[config.mk]
export PLATFORM = sky130hd
export DESIGN_NAME = plic_claim_arb_flat
export DESIGN_NICKNAME = d
export VERILOG_FILES = /design/src/rtl/plic_claim_arb_if.sv /design/src/rtl/plic_claim_arb.sv /design/src/flat_wrapper.sv
export SDC_FILE = /design/constraint.sdc
export NUM_CORES = 1
export LEC_CHECK = 0
export ABC_CLOCK_PERIOD_IN_PS = 3860
export BUFFER_PORTS_ARGS = -buffer_cell sky130_fd_sc_hd__buf_2
export CORE_AREA = 2 2 209 211
export CTS_CLUSTER_SIZE = 10
export DETAILED_ROUTE_END_ITERATION = 7
export DIE_AREA = 0 0 211 213
export PLACE_DENSITY = 0.59
export SYNTH_ARGS = -nofsm -noshare
export SYNTH_HDL_FRONTEND = slang
export SYNTH_SLANG_ARGS = --single-unit
[constraint.sdc]
create_clock -name HCLK -period 3.86 [get_ports HCLK]
set_clock_uncertainty 0.05 [all_clocks]
set_input_delay 0.579 -clock HCLK [delete_from_list [all_inputs] [get_ports HCLK]]
set_output_delay 0.579 -clock HCLK [all_outputs]
set_load 0.1 [all_outputs]
[src/rtl/plic_claim_arb_if.sv]
// rtl/plic_claim_arb_if.sv - claim/complete register-bus handshake into the arbiter
interface plic_claim_arb_if #(
  parameter int IDW = 6
);
  logic           claim_req;
  logic           complete_req;
  logic [IDW-1:0] complete_id;
  logic [IDW-1:0] claim_id;
  logic           claim_vld;

  modport master (
    output claim_req, complete_req, complete_id,
    input  claim_id, claim_vld
  );

  modport slave (
    input  claim_req, complete_req, complete_id,
    output claim_id, claim_vld
  );
endinterface

[src/rtl/plic_claim_arb.sv]
// rtl/plic_claim_arb.sv - sequential priority scan, live-masked irq and claim/complete tracking
module plic_claim_arb #(
  parameter int N_SRC = 64,
  parameter int PW    = 5,
  parameter int IDW   = 6
) (
  input  logic                HCLK,
  input  logic                HRESETn,
  input  logic [N_SRC-1:0]    ip,
  input  logic [N_SRC-1:0]    ie,
  input  logic [N_SRC*PW-1:0] prio,
  input  logic [PW-1:0]       thres,
  plic_claim_arb_if.slave     bus,
  output logic                irq,
  output logic [N_SRC-1:0]    inflight
);
  localparam int             NP       = 1 << IDW;
  localparam logic [IDW-1:0] FIRST_ID = IDW'(1);
  localparam logic [IDW-1:0] LAST_ID  = IDW'(N_SRC - 1);

  typedef enum logic {SCAN, COMMIT} phase_t;
  localparam phase_t START_PH = (N_SRC == 2) ? COMMIT : SCAN;

  phase_t         phase;
  logic [IDW-1:0] idx;
  logic [IDW-1:0] run_id;
  logic [PW-1:0]  run_pr;
  logic [IDW-1:0] cm_id;
  logic [PW-1:0]  cm_pr;

  logic [NP-1:0]    elig_vec;
  logic [NP*PW-1:0] prio_p;
  logic [PW-1:0]    idx_pr;
  logic             take_idx;
  logic [IDW-1:0]   fold_id;
  logic [PW-1:0]    fold_pr;
  logic [IDW-1:0]   eff_id;
  logic [N_SRC-1:0] infl_nxt;

  // Vectors are padded to the full ID space so any IDW-wide index stays in range.
  always_comb begin
    elig_vec = '0;
    prio_p   = '0;
    prio_p[N_SRC*PW-1:0] = prio;
    for (int k = 0; k < N_SRC; k++)
      elig_vec[k] = (k != 0) && ip[k] && ie[k] && !inflight[k] && (prio[k*PW +: PW] != '0);
  end

  assign idx_pr   = prio_p[int'(idx)*PW +: PW];
  assign take_idx = elig_vec[idx] && (idx_pr > run_pr);
  assign fold_id  = take_idx ? idx : run_id;
  assign fold_pr  = take_idx ? idx_pr : run_pr;

  // Committed winner is re-qualified every cycle so irq drops as soon as it stops being valid.
  assign eff_id = ((cm_id != '0) && elig_vec[cm_id] && (cm_pr > thres)) ? cm_id : '0;
  assign irq    = (eff_id != '0);

  // Complete clears first, claim sets afterwards: a same-ID claim wins.
  always_comb begin
    infl_nxt = inflight;
    for (int k = 1; k < N_SRC; k++) begin
      if (bus.complete_req && (bus.complete_id == IDW'(k)))
        infl_nxt[k] = 1'b0;
      if (bus.claim_req && (eff_id == IDW'(k)))
        infl_nxt[k] = 1'b1;
    end
  end

  always_ff @(posedge HCLK or negedge HRESETn) begin
    if (!HRESETn) begin
      phase         <= START_PH;
      idx           <= FIRST_ID;
      run_id        <= '0;
      run_pr        <= '0;
      cm_id         <= '0;
      cm_pr         <= '0;
      inflight      <= '0;
      bus.claim_id  <= '0;
      bus.claim_vld <= 1'b0;
    end else begin
      inflight      <= infl_nxt;
      bus.claim_vld <= bus.claim_req && (eff_id != '0);
      if (bus.claim_req)
        bus.claim_id <= eff_id;

      if (bus.claim_req || bus.complete_req) begin
        phase  <= START_PH;
        idx    <= FIRST_ID;
        run_id <= '0;
        run_pr <= '0;
        if (bus.claim_req) begin
          cm_id <= '0;
          cm_pr <= '0;
        end
      end else if (phase == COMMIT) begin
        cm_id  <= fold_id;
        cm_pr  <= fold_pr;
        run_id <= '0;
        run_pr <= '0;
        idx    <= FIRST_ID;
        phase  <= START_PH;
      end else begin
        run_id <= fold_id;
        run_pr <= fold_pr;
        idx    <= idx + FIRST_ID;
        phase  <= ((idx + FIRST_ID) == LAST_ID) ? COMMIT : SCAN;
      end
    end
  end
endmodule

[src/flat_wrapper.sv]
// flat-port wrapper written by rule: the top's interface ports become plain ports
module plic_claim_arb_flat 
#(
  parameter int N_SRC = 64,
  parameter int PW    = 5,
  parameter int IDW   = 6
)
  (HCLK, HRESETn, ip, ie, prio, thres, irq, inflight, bus_claim_req, bus_complete_req, bus_complete_id, bus_claim_id, bus_claim_vld);
  plic_claim_arb_if #(.IDW(IDW)) bus_i ();
  input  logic HCLK;
  input  logic HRESETn;
  input  logic [N_SRC-1:0] ip;
  input  logic [N_SRC-1:0] ie;
  input  logic [N_SRC*PW-1:0] prio;
  input  logic [PW-1:0] thres;
  output logic irq;
  output logic [N_SRC-1:0] inflight;
  input wire logic [$bits(bus_i.claim_req)-1:0] bus_claim_req;
  input wire logic [$bits(bus_i.complete_req)-1:0] bus_complete_req;
  input wire logic [$bits(bus_i.complete_id)-1:0] bus_complete_id;
  output wire logic [$bits(bus_i.claim_id)-1:0] bus_claim_id;
  output wire logic [$bits(bus_i.claim_vld)-1:0] bus_claim_vld;
  assign bus_i.claim_req = bus_claim_req;
  assign bus_i.complete_req = bus_complete_req;
  assign bus_i.complete_id = bus_complete_id;
  assign bus_claim_id = bus_i.claim_id;
  assign bus_claim_vld = bus_i.claim_vld;
  plic_claim_arb #(.N_SRC(N_SRC), .PW(PW), .IDW(IDW)) u_core (.HCLK(HCLK), .HRESETn(HRESETn), .ip(ip), .ie(ie), .prio(prio), .thres(thres), .bus(bus_i), .irq(irq), .inflight(inflight));
endmodule
==> insert_results.sql <==
INSERT INTO impl_metrics (metric_group, metric, value, unit) VALUES
('yosys', 'synth-adder-area-share', '1.53', '%'),
('die', 'die_y', '213', 'um'),
('grt', 'grt_pass1_vias', '12500', ''),
('timing', 'timing.final.setup_violations', '22', ''),
('yosys', 'proportion_of_netlist_area_held_by_the_largest_area_contributor', '25.0', '%'),
('placement', 'postPlaceCellArea', '13900', 'um2'),
('timing', 'worst_pin_slew', '954', 'ps'),
('grt', 'antenna_found_initial', '14', ''),
('drt', 'route.detailed.wl_per_inst', '31.0', 'um'),
('power_and_ir_drop', 'maximum_ir_drop_on_the_vdd_rail', '0.272', 'mV'),
('worst_setup_path', 'critical_path.endpoint_type', 'flip-flop', ''),
('worst_setup_path', 'timing.critical_path.required', '4050', 'ps'),
('final_layout', 'syn2layout_area_growth', '49.0', '%'),
('die', 'floorplan.rows', '76', ''),
('placement', 'place.gp.congestion', '1.01', ''),
('cts', 'post_cts_hold_buffer_count', '0', ''),
('yosys', 'ys_dominant_reg_cell', 'sky130_fd_sc_hd__dfrtp_1', ''),
('cts', 'insertion_delay', '370', 'ps'),
('worst_setup_path', 'reg2reg_setup_slack', '-450', 'ps'),
('yosys', 'synth.mux.area_fraction', '26.5', '%'),
('timing', 'timing.fmax', '232', 'MHz'),
('worst_setup_path', 'type_of_the_worst_setup_path', 'flip-flop to flip-flop', ''),
('yosys', 'synth-compound-area-share', '21.5', '%'),
('drt', 'drc', '0', ''),
('timing', 'maxSlewViolCount', '0', ''),
('yosys', 'post_synthesis_share_of_cell_area_spent_on_and_or_nand_and_nor_gates', '19.3', '%'),
('power_and_ir_drop', 'finalPower', '3.13', 'mW'),
('power_and_ir_drop', 'power.density', '214', 'nW/um2'),
('cts', 'htree_levels', '3', ''),
('drt', 'drt-pass1-iter-count', '8', ''),
('min_path', 'hold_path.class', 'primary input to async pin', ''),
('yosys', 'ys_seq_area_share', '25.2', '%'),
('yosys', 'ys.warnings.count', '0', ''),
('worst_setup_path', 'crit_arrival', '4490', 'ps'),
('grt', 'grt.overflow.total', '0', ''),
('grt', 'grt_start_max_net_pins', '68', ''),
('yosys', 'post_synth_main_area_contributors', 'sky130_fd_sc_hd__mux4_2, sky130_fd_sc_hd__dfrtp_1, sky130_fd_sc_hd__o21ai_0', ''),
('drt', 'num_vias', '12700', ''),
('yosys', 'mappedNetlistArea', '9820', 'um2'),
('final_layout', 'layout-drive-gt1-share', '51.8', '%'),
('timing', 'worst_slack', '-445', 'ps'),
('grt', 'gr-usage-all-layers', '28.7', '%'),
('power_and_ir_drop', 'power.static_leakage', '6.43', 'nW'),
('drt', 'drt-total-wl', '67200', 'um'),
('cts', 'cts_tree', 'done', ''),
('drt', 'initialDrtViolationCount', '1428', ''),
('timing', 'unrepaired_setup_endpoints_after_global_routing', 'yes', ''),
('status', 'failed_checks', 'negative setup slack', ''),
('timing', 'final_period_minus_worst_setup_slack', '4310', 'ps'),
('die', 'die_w', '211', 'um'),
('grt', 'grt_pass1_wl', '91200', 'um'),
('status', 'outcome', 'finished, violations left', ''),
('timing', 'worst_slew_margin_rel', '36.4', '%'),
('placement', 'preCtsSetupSlack', '-440', 'ps'),
('cts', 'root_cell_of_the_clock_tree', 'sky130_fd_sc_hd__clkbuf_16', ''),
('worst_setup_path', 'timing.critical_path.from_type', 'flip-flop', ''),
('worst_setup_path', 'r2r-end', 'u_core.cm_id[2]', ''),
('yosys', 'ys_async_sr_fraction', '100', '%'),
('yosys', 'synth_nets', '1484', ''),
('yosys', 'post-synth-top-count-cell', 'sky130_fd_sc_hd__o21ai_0', ''),
('yosys', 'number_of_synthesized_flops_with_an_enable_pin', '0', ''),
('yosys', 'synth_top_family_by_area', 'multiplexers', ''),
('cts', 'cts.path.max_buffers', '2', ''),
('worst_setup_path', 'critPathMaxFanout', '10', ''),
('die', 'die_area', '44900', 'um2'),
('yosys', 'netlist.top_cell.by_area', 'sky130_fd_sc_hd__mux4_2', ''),
('die', 'boundaryPins', '535', ''),
('die', 'placeableCoreArea', '42700', 'um2'),
('die', 'starting_density_of_the_core', '23.0', '%'),
('worst_setup_path', 'number_of_cells_traversed_by_the_worst_register_to_register_path', '16', ''),
('final_layout', 'finish.net_count', '2084', '');
[worst max-delay path: stages, from the launching register on]
cell and delay, ps:
sky130_fd_sc_hd__dfstp_4 690, sky130_fd_sc_hd__buf_6 130, sky130_fd_sc_hd__buf_12 110, sky130_fd_sc_hd__mux4_2 540
sky130_fd_sc_hd__mux4_2 510, sky130_fd_sc_hd__mux2_4 300, sky130_fd_sc_hd__nand2_4 90, sky130_fd_sc_hd__o21ai_4 70
sky130_fd_sc_hd__ha_4 270, sky130_fd_sc_hd__nor2b_1 120, sky130_fd_sc_hd__o21a_1 120, sky130_fd_sc_hd__o21a_1 120
sky130_fd_sc_hd__o21ai_2 60, sky130_fd_sc_hd__a22oi_2 230, sky130_fd_sc_hd__o311a_1 320, sky130_fd_sc_hd__nor2_4 120
sky130_fd_sc_hd__a311o_1 340
[cells in the final DEF, fill, tap and decap left out, drive strengths merged, types with 4 or more instances in the layout]
| cell | synthesis | routed |
|---|---|---|
| buf | 41 | 666 |
| o21ai | 125 | 125 |
| mux4 | 109 | 109 |
| dfrtp | 98 | 98 |
| or4 | 62 | 62 |
| nand2 | 62 | 62 |
| inv | 48 | 54 |
| nor2 | 49 | 49 |
| o31ai | 48 | 48 |
| o2111ai | 36 | 36 |
| nand3 | 34 | 34 |
| a21oi | 28 | 28 |
| nor2b | 16 | 16 |
| and3b | 15 | 15 |
| and2 | 13 | 13 |
| o22ai | 12 | 12 |
| ha | 12 | 12 |
| a311o | 11 | 11 |
| a211oi | 11 | 11 |
| diode | 0 | 10 |
| nor3 | 10 | 10 |
| clkbuf | 37 | 10 |
| mux2i | 10 | 10 |
| nand4 | 9 | 9 |
| o211ai | 9 | 9 |
| nand4b | 8 | 8 |
| nand3b | 7 | 7 |
| a22oi | 7 | 7 |
| o21a | 6 | 6 |
| and4b | 6 | 6 |
| nor4bb | 6 | 6 |
| o2bb2ai | 6 | 6 |
| and3 | 6 | 6 |
| xnor2 | 5 | 5 |
| nor3b | 5 | 5 |
| o311ai | 5 | 5 |
| or3 | 4 | 4 |
| mux2 | 4 | 4 |
[kinds of logic after synthesis]
| logic type | after synthesis |
|---|---|
| simple gates | 322 |
| compound gates | 320 |
| buf+inv | 127 |
| mux | 123 |
| flops | 99 |
| fa+ha+maj | 12 |
| xor+xnor | 5 |
| other cells | 1 |
[metal layers]
metal	vias to the layer above	part of all wire [%]	GRT usage, %	wire, um
li1	5336	-	-	-
met1	6478	42	39.3	28400
met2	794	47	46.9	31800
met3	111	7.7	4.65	5200
met4	0	2.7	7.70	1850
met5	-	0	0	0
[state kept, by name (all words and copies together), names as in the netlist]
name	flops
u_core.bus.claim_id	6
u_core.bus.claim_vld	1
u_core.cm_id	6
u_core.cm_pr	5
u_core.idx	6
u_core.inflight	63
u_core.phase	1
u_core.run_id	6
u_core.run_pr	5
[per-stage QoR]
step / hold slack [ps] / instances / TNS, ps / utilization, %
after global placement: 426 / 2127 / -8510 / 32.5
after CTS: 324 / 2153 / -8090 / 33.8
after floorplan: 233 / 1009 / -1370 / -
final: 297 / 2170 / -8870 / 34.3
after detailed placement: 422 / 2127 / -8550 / 32.5
after global routing: 371 / 2170 / -10760 / 34.3
[cell type report]
cell class	instances	area, um2	area share, %
clock buffers	10	239	1.63
flip-flops and latches	99	2490	17.0
clock inverters	6	60.1	0.410
well taps	546	683	4.67
inverters	49	184	1.26
multi-input cells	783	6980	47.7
repair buffers	667	3980	27.2
diodes	10	25.0	0.171
[timing repair]
item                       4_1_cts  5_1_grt
cloned                           5        0
pin swaps                        4       14
hold endpoints to repair         0        0
setup endpoints to repair       22       23
resized for setup               22       30
setup buffers                    5       10
[report_power, final]
part / internal [mW] / switching, mW / total (mW)
combinational: 0.568 / 0.568 / 1.14
sequential: 1.04 / 0.00754 / 1.05
clock: 0.477 / 0.467 / 0.944
total: 2.09 / 1.04 / 3.13
[worst max path at each step]
stage                   from                to  slack (ps)  depth (start not counted)
5_1_grt        u_core.idx[0]  u_core.run_pr[2]        -520                         18
2_1_floorplan  u_core.idx[0]   u_core.cm_id[3]        -110                         17
3_5_place_dp   u_core.idx[0]   u_core.cm_id[4]        -440                         15
4_1_cts        u_core.idx[0]   u_core.cm_id[2]        -390                         16
3_3_place_gp   u_core.idx[0]   u_core.cm_id[0]        -420                         15
6_report       u_core.idx[0]   u_core.cm_id[2]        -450                         16
(Power assumes the default switching activity.)
